--- config.mk ---
export PLATFORM = sky130hd
export DESIGN_NAME = alu_op_issue
export DESIGN_NICKNAME = d
export VERILOG_FILES = /design/src/rtl/alu_op_issue.sv
export SDC_FILE = /design/constraint.sdc
export NUM_CORES = 1
export LEC_CHECK = 0
export CORE_MARGIN = 8
export CORE_UTILIZATION = 54
export DETAILED_ROUTE_END_ITERATION = 7
export DONT_BUFFER_PORTS = 1
export PLACE_DENSITY = 0.72
export SETUP_SLACK_MARGIN = 0.02
export SYNTH_ARGS = -nofsm -noshare
export SYNTH_HDL_FRONTEND = slang
export SYNTH_SLANG_ARGS = --single-unit
--- constraint.sdc ---
create_clock -name Clk -period 1.5 [get_ports Clk]
set_clock_uncertainty 0.15 [all_clocks]
set_input_delay 0.225 -clock Clk [delete_from_list [all_inputs] [get_ports Clk]]
set_output_delay 0.225 -clock Clk [all_outputs]
set_load 0.1 [all_outputs]
--- src/rtl/alu_op_issue.sv ---
// -----------------------------------------------------------------------------
// alu_op_issue
//
// ID/EX-boundary control block. Decodes the MIPS opcode/funct/rt fields into
// the 4-bit ALUControl code used by the 32-bit ALU. Registers that code and
// its operand-select flags into the EX slot. A `mul` is held in EX for
// MUL_CYCLES cycles while the ALU's 64-bit product settles.
//
// Handshake: an instruction transfers on a rising Clk edge where
// InValid & InReady are both 1. While InReady is 0, ID must keep the
// instruction (and InValid) stable; nothing is consumed.
//
// Optional feature: define ALU_OP_ISSUE_BRANCH_EN to decode beq/bne/bgtz/bltz
// into compare ops. When it is undefined, those opcodes decode as illegal.
//
// Parameters:
//   MUL_CYCLES    total cycles a mul occupies the EX slot (>= 1)
//   ILLEGAL_CODE  ALUControl value emitted for undecodable instructions
//
// Ports:
//   Clk          system clock, rising edge
//   Reset        asynchronous, active-high reset
//   InValid      ID presents a valid instruction
//   InReady      block accepts the instruction this cycle (combinational)
//   Opcode       instr[31:26]
//   Funct        instr[5:0]
//   Rt           instr[20:16], used only for REGIMM (bltz)
//   Stall        EX stalled; every register holds
//   Flush        kill the op in EX (branch/jump redirect)
//   OutValid     EX slot holds a valid op
//   ALUControl   op code to the ALU
//   ALUSrcShamt  ALU B operand = shamt (sll/srl)
//   ALUSrcImm    ALU B operand = extended immediate
//   Illegal      instruction in EX was not decodable
//   MulBusy      mul in EX, product not yet final (this is the FSM state
//                view: MulBusy == (state == BUSY))
// -----------------------------------------------------------------------------
module alu_op_issue #(
    parameter int          MUL_CYCLES   = 3,
    parameter logic [3:0]  ILLEGAL_CODE = 4'b1111
) (
    input  logic       Clk,
    input  logic       Reset,
    input  logic       InValid,
    output logic       InReady,
    input  logic [5:0] Opcode,
    input  logic [5:0] Funct,
    input  logic [4:0] Rt,
    input  logic       Stall,
    input  logic       Flush,
    output logic       OutValid,
    output logic [3:0] ALUControl,
    output logic       ALUSrcShamt,
    output logic       ALUSrcImm,
    output logic       Illegal,
    output logic       MulBusy
);

    // ALU op codes
    localparam logic [3:0] ALU_ADD = 4'b0000;
    localparam logic [3:0] ALU_SUB = 4'b0010;
    localparam logic [3:0] ALU_MUL = 4'b0011;
    localparam logic [3:0] ALU_AND = 4'b0100;
    localparam logic [3:0] ALU_OR  = 4'b0101;
    localparam logic [3:0] ALU_XOR = 4'b0110;
    localparam logic [3:0] ALU_NOR = 4'b0111;
    localparam logic [3:0] ALU_SLL = 4'b1000;
    localparam logic [3:0] ALU_SRL = 4'b1001;
    localparam logic [3:0] ALU_SLT = 4'b1100;
    localparam logic [3:0] ALU_SGT = 4'b1101;

    // Opcodes
    localparam logic [5:0] OP_RTYPE  = 6'h00;
    localparam logic [5:0] OP_REGIMM = 6'h01;
    localparam logic [5:0] OP_BEQ    = 6'h04;
    localparam logic [5:0] OP_BNE    = 6'h05;
    localparam logic [5:0] OP_BGTZ   = 6'h07;
    localparam logic [5:0] OP_ADDI   = 6'h08;
    localparam logic [5:0] OP_ADDIU  = 6'h09;
    localparam logic [5:0] OP_SLTI   = 6'h0A;
    localparam logic [5:0] OP_ANDI   = 6'h0C;
    localparam logic [5:0] OP_ORI    = 6'h0D;
    localparam logic [5:0] OP_XORI   = 6'h0E;
    localparam logic [5:0] OP_SPEC2  = 6'h1C;
    localparam logic [5:0] OP_LW     = 6'h23;
    localparam logic [5:0] OP_SW     = 6'h2B;

    // Count register only needs to hold MUL_CYCLES-1.
    localparam int            CW       = (MUL_CYCLES > 1) ? $clog2(MUL_CYCLES) : 1;
    localparam logic [CW-1:0] MUL_LOAD = CW'(MUL_CYCLES - 1);
    localparam logic [CW-1:0] CNT_ONE  = CW'(1);

    typedef enum logic {
        IDLE = 1'b0,
        BUSY = 1'b1
    } state_t;

    state_t        state;
    logic [CW-1:0] count;

    // Combinational decode results
    logic [3:0] dec_code;
    logic       dec_shamt;
    logic       dec_imm;
    logic       dec_illegal;
    logic       dec_mul;

    // Rt feeds only the optional REGIMM decode; keep it referenced in
    // every build.
    logic unused_rt;
    assign unused_rt = ^Rt;

    always_comb begin
        dec_code    = ILLEGAL_CODE;
        dec_shamt   = 1'b0;
        dec_imm     = 1'b0;
        dec_illegal = 1'b1;
        dec_mul     = 1'b0;
        unique case (Opcode)
            OP_RTYPE: begin
                dec_illegal = 1'b0;
                case (Funct)
                    6'h20, 6'h21: dec_code = ALU_ADD;
                    6'h22:        dec_code = ALU_SUB;
                    6'h24:        dec_code = ALU_AND;
                    6'h25:        dec_code = ALU_OR;
                    6'h26:        dec_code = ALU_XOR;
                    6'h27:        dec_code = ALU_NOR;
                    6'h2A:        dec_code = ALU_SLT;
                    6'h00: begin
                        dec_code  = ALU_SLL;
                        dec_shamt = 1'b1;
                    end
                    6'h02: begin
                        dec_code  = ALU_SRL;
                        dec_shamt = 1'b1;
                    end
                    default: begin
                        dec_code    = ILLEGAL_CODE;
                        dec_illegal = 1'b1;
                    end
                endcase
            end
            OP_SPEC2: begin
                if (Funct == 6'h02) begin
                    dec_code    = ALU_MUL;
                    dec_illegal = 1'b0;
                    dec_mul     = 1'b1;
                end
            end
            OP_ADDI, OP_ADDIU, OP_LW, OP_SW: begin
                dec_code    = ALU_ADD;
                dec_imm     = 1'b1;
                dec_illegal = 1'b0;
            end
            OP_ANDI: begin
                dec_code    = ALU_AND;
                dec_imm     = 1'b1;
                dec_illegal = 1'b0;
            end
            OP_ORI: begin
                dec_code    = ALU_OR;
                dec_imm     = 1'b1;
                dec_illegal = 1'b0;
            end
            OP_XORI: begin
                dec_code    = ALU_XOR;
                dec_imm     = 1'b1;
                dec_illegal = 1'b0;
            end
            OP_SLTI: begin
                dec_code    = ALU_SLT;
                dec_imm     = 1'b1;
                dec_illegal = 1'b0;
            end
`ifdef ALU_OP_ISSUE_BRANCH_EN
            OP_BEQ, OP_BNE: begin
                dec_code    = ALU_SUB;
                dec_illegal = 1'b0;
            end
            OP_BGTZ: begin
                dec_code    = ALU_SGT;
                dec_illegal = 1'b0;
            end
            OP_REGIMM: begin
                // Only bltz (rt == 0) is decoded; other REGIMM forms are illegal.
                if (Rt == 5'd0) begin
                    dec_code    = ALU_SLT;
                    dec_illegal = 1'b0;
                end
            end
`else
            // Branch decode disabled: these stay illegal.
            OP_BEQ, OP_BNE, OP_BGTZ, OP_REGIMM: begin
                dec_code    = ILLEGAL_CODE;
                dec_illegal = 1'b1;
            end
`endif
            default: begin
                dec_code    = ILLEGAL_CODE;
                dec_illegal = 1'b1;
            end
        endcase
    end

    assign InReady = (state == IDLE) & ~Stall & ~Flush;
    assign MulBusy = (state == BUSY);

    // Priority: Reset > Flush > Stall > accept/bubble.
    always_ff @(posedge Clk or posedge Reset) begin
        if (Reset) begin
            state       <= IDLE;
            count       <= '0;
            OutValid    <= 1'b0;
            ALUControl  <= 4'b0000;
            ALUSrcShamt <= 1'b0;
            ALUSrcImm   <= 1'b0;
            Illegal     <= 1'b0;
        end else if (Flush) begin
            state       <= IDLE;
            count       <= '0;
            OutValid    <= 1'b0;
            ALUControl  <= 4'b0000;
            ALUSrcShamt <= 1'b0;
            ALUSrcImm   <= 1'b0;
            Illegal     <= 1'b0;
        end else if (Stall) begin
            // hold everything
        end else begin
            unique case (state)
                IDLE: begin
                    if (InValid) begin
                        // InReady is 1 here: IDLE, no Stall, no Flush.
                        OutValid    <= 1'b1;
                        ALUControl  <= dec_code;
                        ALUSrcShamt <= dec_shamt;
                        ALUSrcImm   <= dec_imm;
                        Illegal     <= dec_illegal;
                        if (dec_mul && (MUL_CYCLES > 1)) begin
                            state <= BUSY;
                            count <= MUL_LOAD;
                        end
                    end else begin
                        OutValid    <= 1'b0;
                        ALUControl  <= 4'b0000;
                        ALUSrcShamt <= 1'b0;
                        ALUSrcImm   <= 1'b0;
                        Illegal     <= 1'b0;
                    end
                end
                BUSY: begin
                    // mul stays visible; leave BUSY so the last cycle shows
                    // OutValid=1 with MulBusy=0 (final product).
                    count <= count - CNT_ONE;
                    if (count == CNT_ONE) begin
                        state <= IDLE;
                    end
                end
                default: begin
                    state <= IDLE;
                end
            endcase
        end
    end

endmodule

==> metrics.yaml <==
status: "finished, violations left"
violations: "hold timing, setup timing"
end_kind: "output port"
pre_cts_slack_ns: -0.257
reg2regPathDepth: 6
core_um2: 1330
fp.dieH_um: 54.1
antenna_found_initial: 0
grt-ovfl-total: 0
cts_max_level: 1
stdcell_area_um2: 1130
dpl.hpwl_um: 1640
min_period_ns: 1.58
yosysUniqueCellTypes: 36
min_path_cells: 2
syn-cell-area_um2: 783
grt_pass1_wl_um: 3440
synth_area_leaders: "dfrtp_1 35%, nand2_1 5.8%, o21ai_0 5.1%, nand2b_1 4.8%, nor2_1 3.4%"
ys.warnings.count: 0
multi_input_area_um2: 534
cp-start-kind: "flip-flop"
die_area_um2: 2930
port_buffers: 0
fin_nets: 146
avgRoutedWirePerCell_um: 16.5
synth_edf_count: 0
p_leak_uw: 0.000513
drive_gt1_share_pct: 29.5
synthCells: 93
cap_violations: 0
syn_to_final_growth_pct: 44.6
cts_tree: "yes"
diodes: 0
cp.required_ns: 1.12
fp.dieW_um: 54.1
slowest_stage: "dfrtp_4"
vias_per_cell: 6.17
synth_top_cell_by_area: "dfrtp_1"
finalSetupViolations: 4
cts-root-buf: "clkbuf_4"
fillers: 77
ys_seq_area_share_pct: 35.1
drt-total-wl_um: 2260
synth_area_per_cell_um2: 8.42
num_vias: 845
worst_slack_ns: -0.0790
worst_pin_slew_ns: 0.407
insertion_delay_ns: 0.28
r2r_setup_slack_ns: -0.02
setup-tns-final_ns: -0.122
cp-endpoint: "InReady"
worstPathCellList: "nor3_4 > buf_12"
crit_start: "MulBusy"
drtPass1Iterations: 4
slowest_delay_ns: 0.50
track_usage_pct: 15.8
synth_top_flop_cell: "dfrtp_1"
r2r-start: "MulBusy"
numCtsBuffers: 3
fin_crit_sh_pct: 105
max_freq_ghz: 0.633
r2r-end: "ALUControl[3]"
cp.arrival_ns: 1.20
yosys.cell_count.top_type: "nand2_1"
crit_type: "flip-flop to output port"
ys_async_sr_fraction_pct: 100
routabilityCongestion: 0.799
ios: 32
rows: 13
clockBufferDepth: 2
maxSlewHeadroom_pct: 72.2
rsz0062_at_grt: "yes"
hp-class: "input port to flip-flop"
numClockSinks: 11
regArea_um2: 279
cts.clk_slew.worst_paths_ns: 0.07
drc: 0
netlist.area_leader.share_pct: 35.1
grt_max_degree: 12
placed_area_um2: 970
finalHoldViolations: 1
grt_pass1_vias: 825
final_max_slew_viol_count: 0
start_util_pct: 58.7
ir_drop_uv: 501
synth.top_cells.by_count: "12 x nand2_1, 11 x dfrtp_1, 8 x o21ai_0, 7 x nor2_1"
ys_ff_latch: 11
drtAntennaViolNets: 0
power_density_nw_per_um2: 659
crit_fanout: 3
hold_ws_ns: -0.0140
drtIter0Drc: 19
synth_nets: 116
[power breakdown]
group / internal (uW) / switching [uW] / leakage [uW]
combinational: 79.8 / 143 / 0.000350
clock: 103 / 106 / 0.0000150
sequential: 306 / 7.52 / 0.000148
[flip-flops by register name, indices dropped and copies added, names as in the netlist]
signal and flops:
MulBusy 1, ALUControl 4, ALUSrcShamt 1, Illegal 1, ALUSrcImm 1, count 2
OutValid 1
[kinds of logic after synthesis]
family / after synthesis / share of synthesized area [%]
DFF: 11 / 35.1
AOI/OAI and AO/OA: 31 / 27.6
buffers and inverters: 6 / 2.88
adders and majority gates: 1 / 1.60
and+or+nand+nor: 44 / 32.7
[worst min path at each step]
stage	start	to	slack (ns)
2_1_floorplan	Reset	ALUControl[0]	-0.07
3_3_place_gp	Reset	count[0]	-0.02
3_5_place_dp	Reset	count[0]	-0.02
4_1_cts	Flush	MulBusy	-0.16
5_1_grt	Stall	count[0]	-0.001
6_report	Stall	count[0]	-0.01
[critical path: cells and delay by family, from the launching register on]
kind | cells | cell delay (ns)
buf+inv | 1 | 0.21
simple gates | 1 | 0.21
flops | 1 | 0.50
[layer usage]
metal  global-route usage [%]  routed length [um]
met5                        0                   0
met4                     6.97                  40
met3                     6.89                 189
met2                     25.9                1090
met1                     17.5                 934
[layout by cell type (no fill, tap or decap), types with 2 or more instances in the layout]
cell type,synthesis,routed
nor3_1,3,2
dfrtp_1,11,10
inv_1,6,6
nor2b_1,2,2
a211o_1,2,2
nand2_1,12,11
o21ai_1,1,2
nand2b_1,6,6
o21ai_0,8,7
buf_12,0,4
nor3b_1,2,2
nor3_4,1,2
nor2_1,7,6
dlygate4sd3_1,0,4
a211oi_1,3,3
nand4_1,2,2
clkbuf_4,0,3
a2111oi_0,3,3
a21oi_1,4,4
buf_4,0,16
[final cells by class]
cell class	count	share of cell area, %
clock buffers	4	2.32
multi-input cells	76	47.2
inverters	6	1.99
well taps	15	1.66
flip-flops and latches	11	24.6
repair buffers	25	22.2
[stage by stage]
| step | instances | total power (uW) | util, % |
|---|---|---|---|
| 2_1_floorplan | 93 | 463 | - |
| 3_3_place_gp | 125 | 512 | 72.7 |
| 3_5_place_dp | 125 | 515 | 72.7 |
| 4_1_cts | 134 | 739 | 81.1 |
| 5_1_grt | 137 | 770 | 84.9 |
| 6_report | 137 | 746 | 84.9 |
[what timing repair did]
item,CTS,global route
resized for setup,9,6
pin swaps,1,2
hold buffers,3,1
setup buffers,2,2
hold endpoints to repair,19,3
setup endpoints to repair,2,5
No activity file was read; power rests on OpenSTA's default activity.
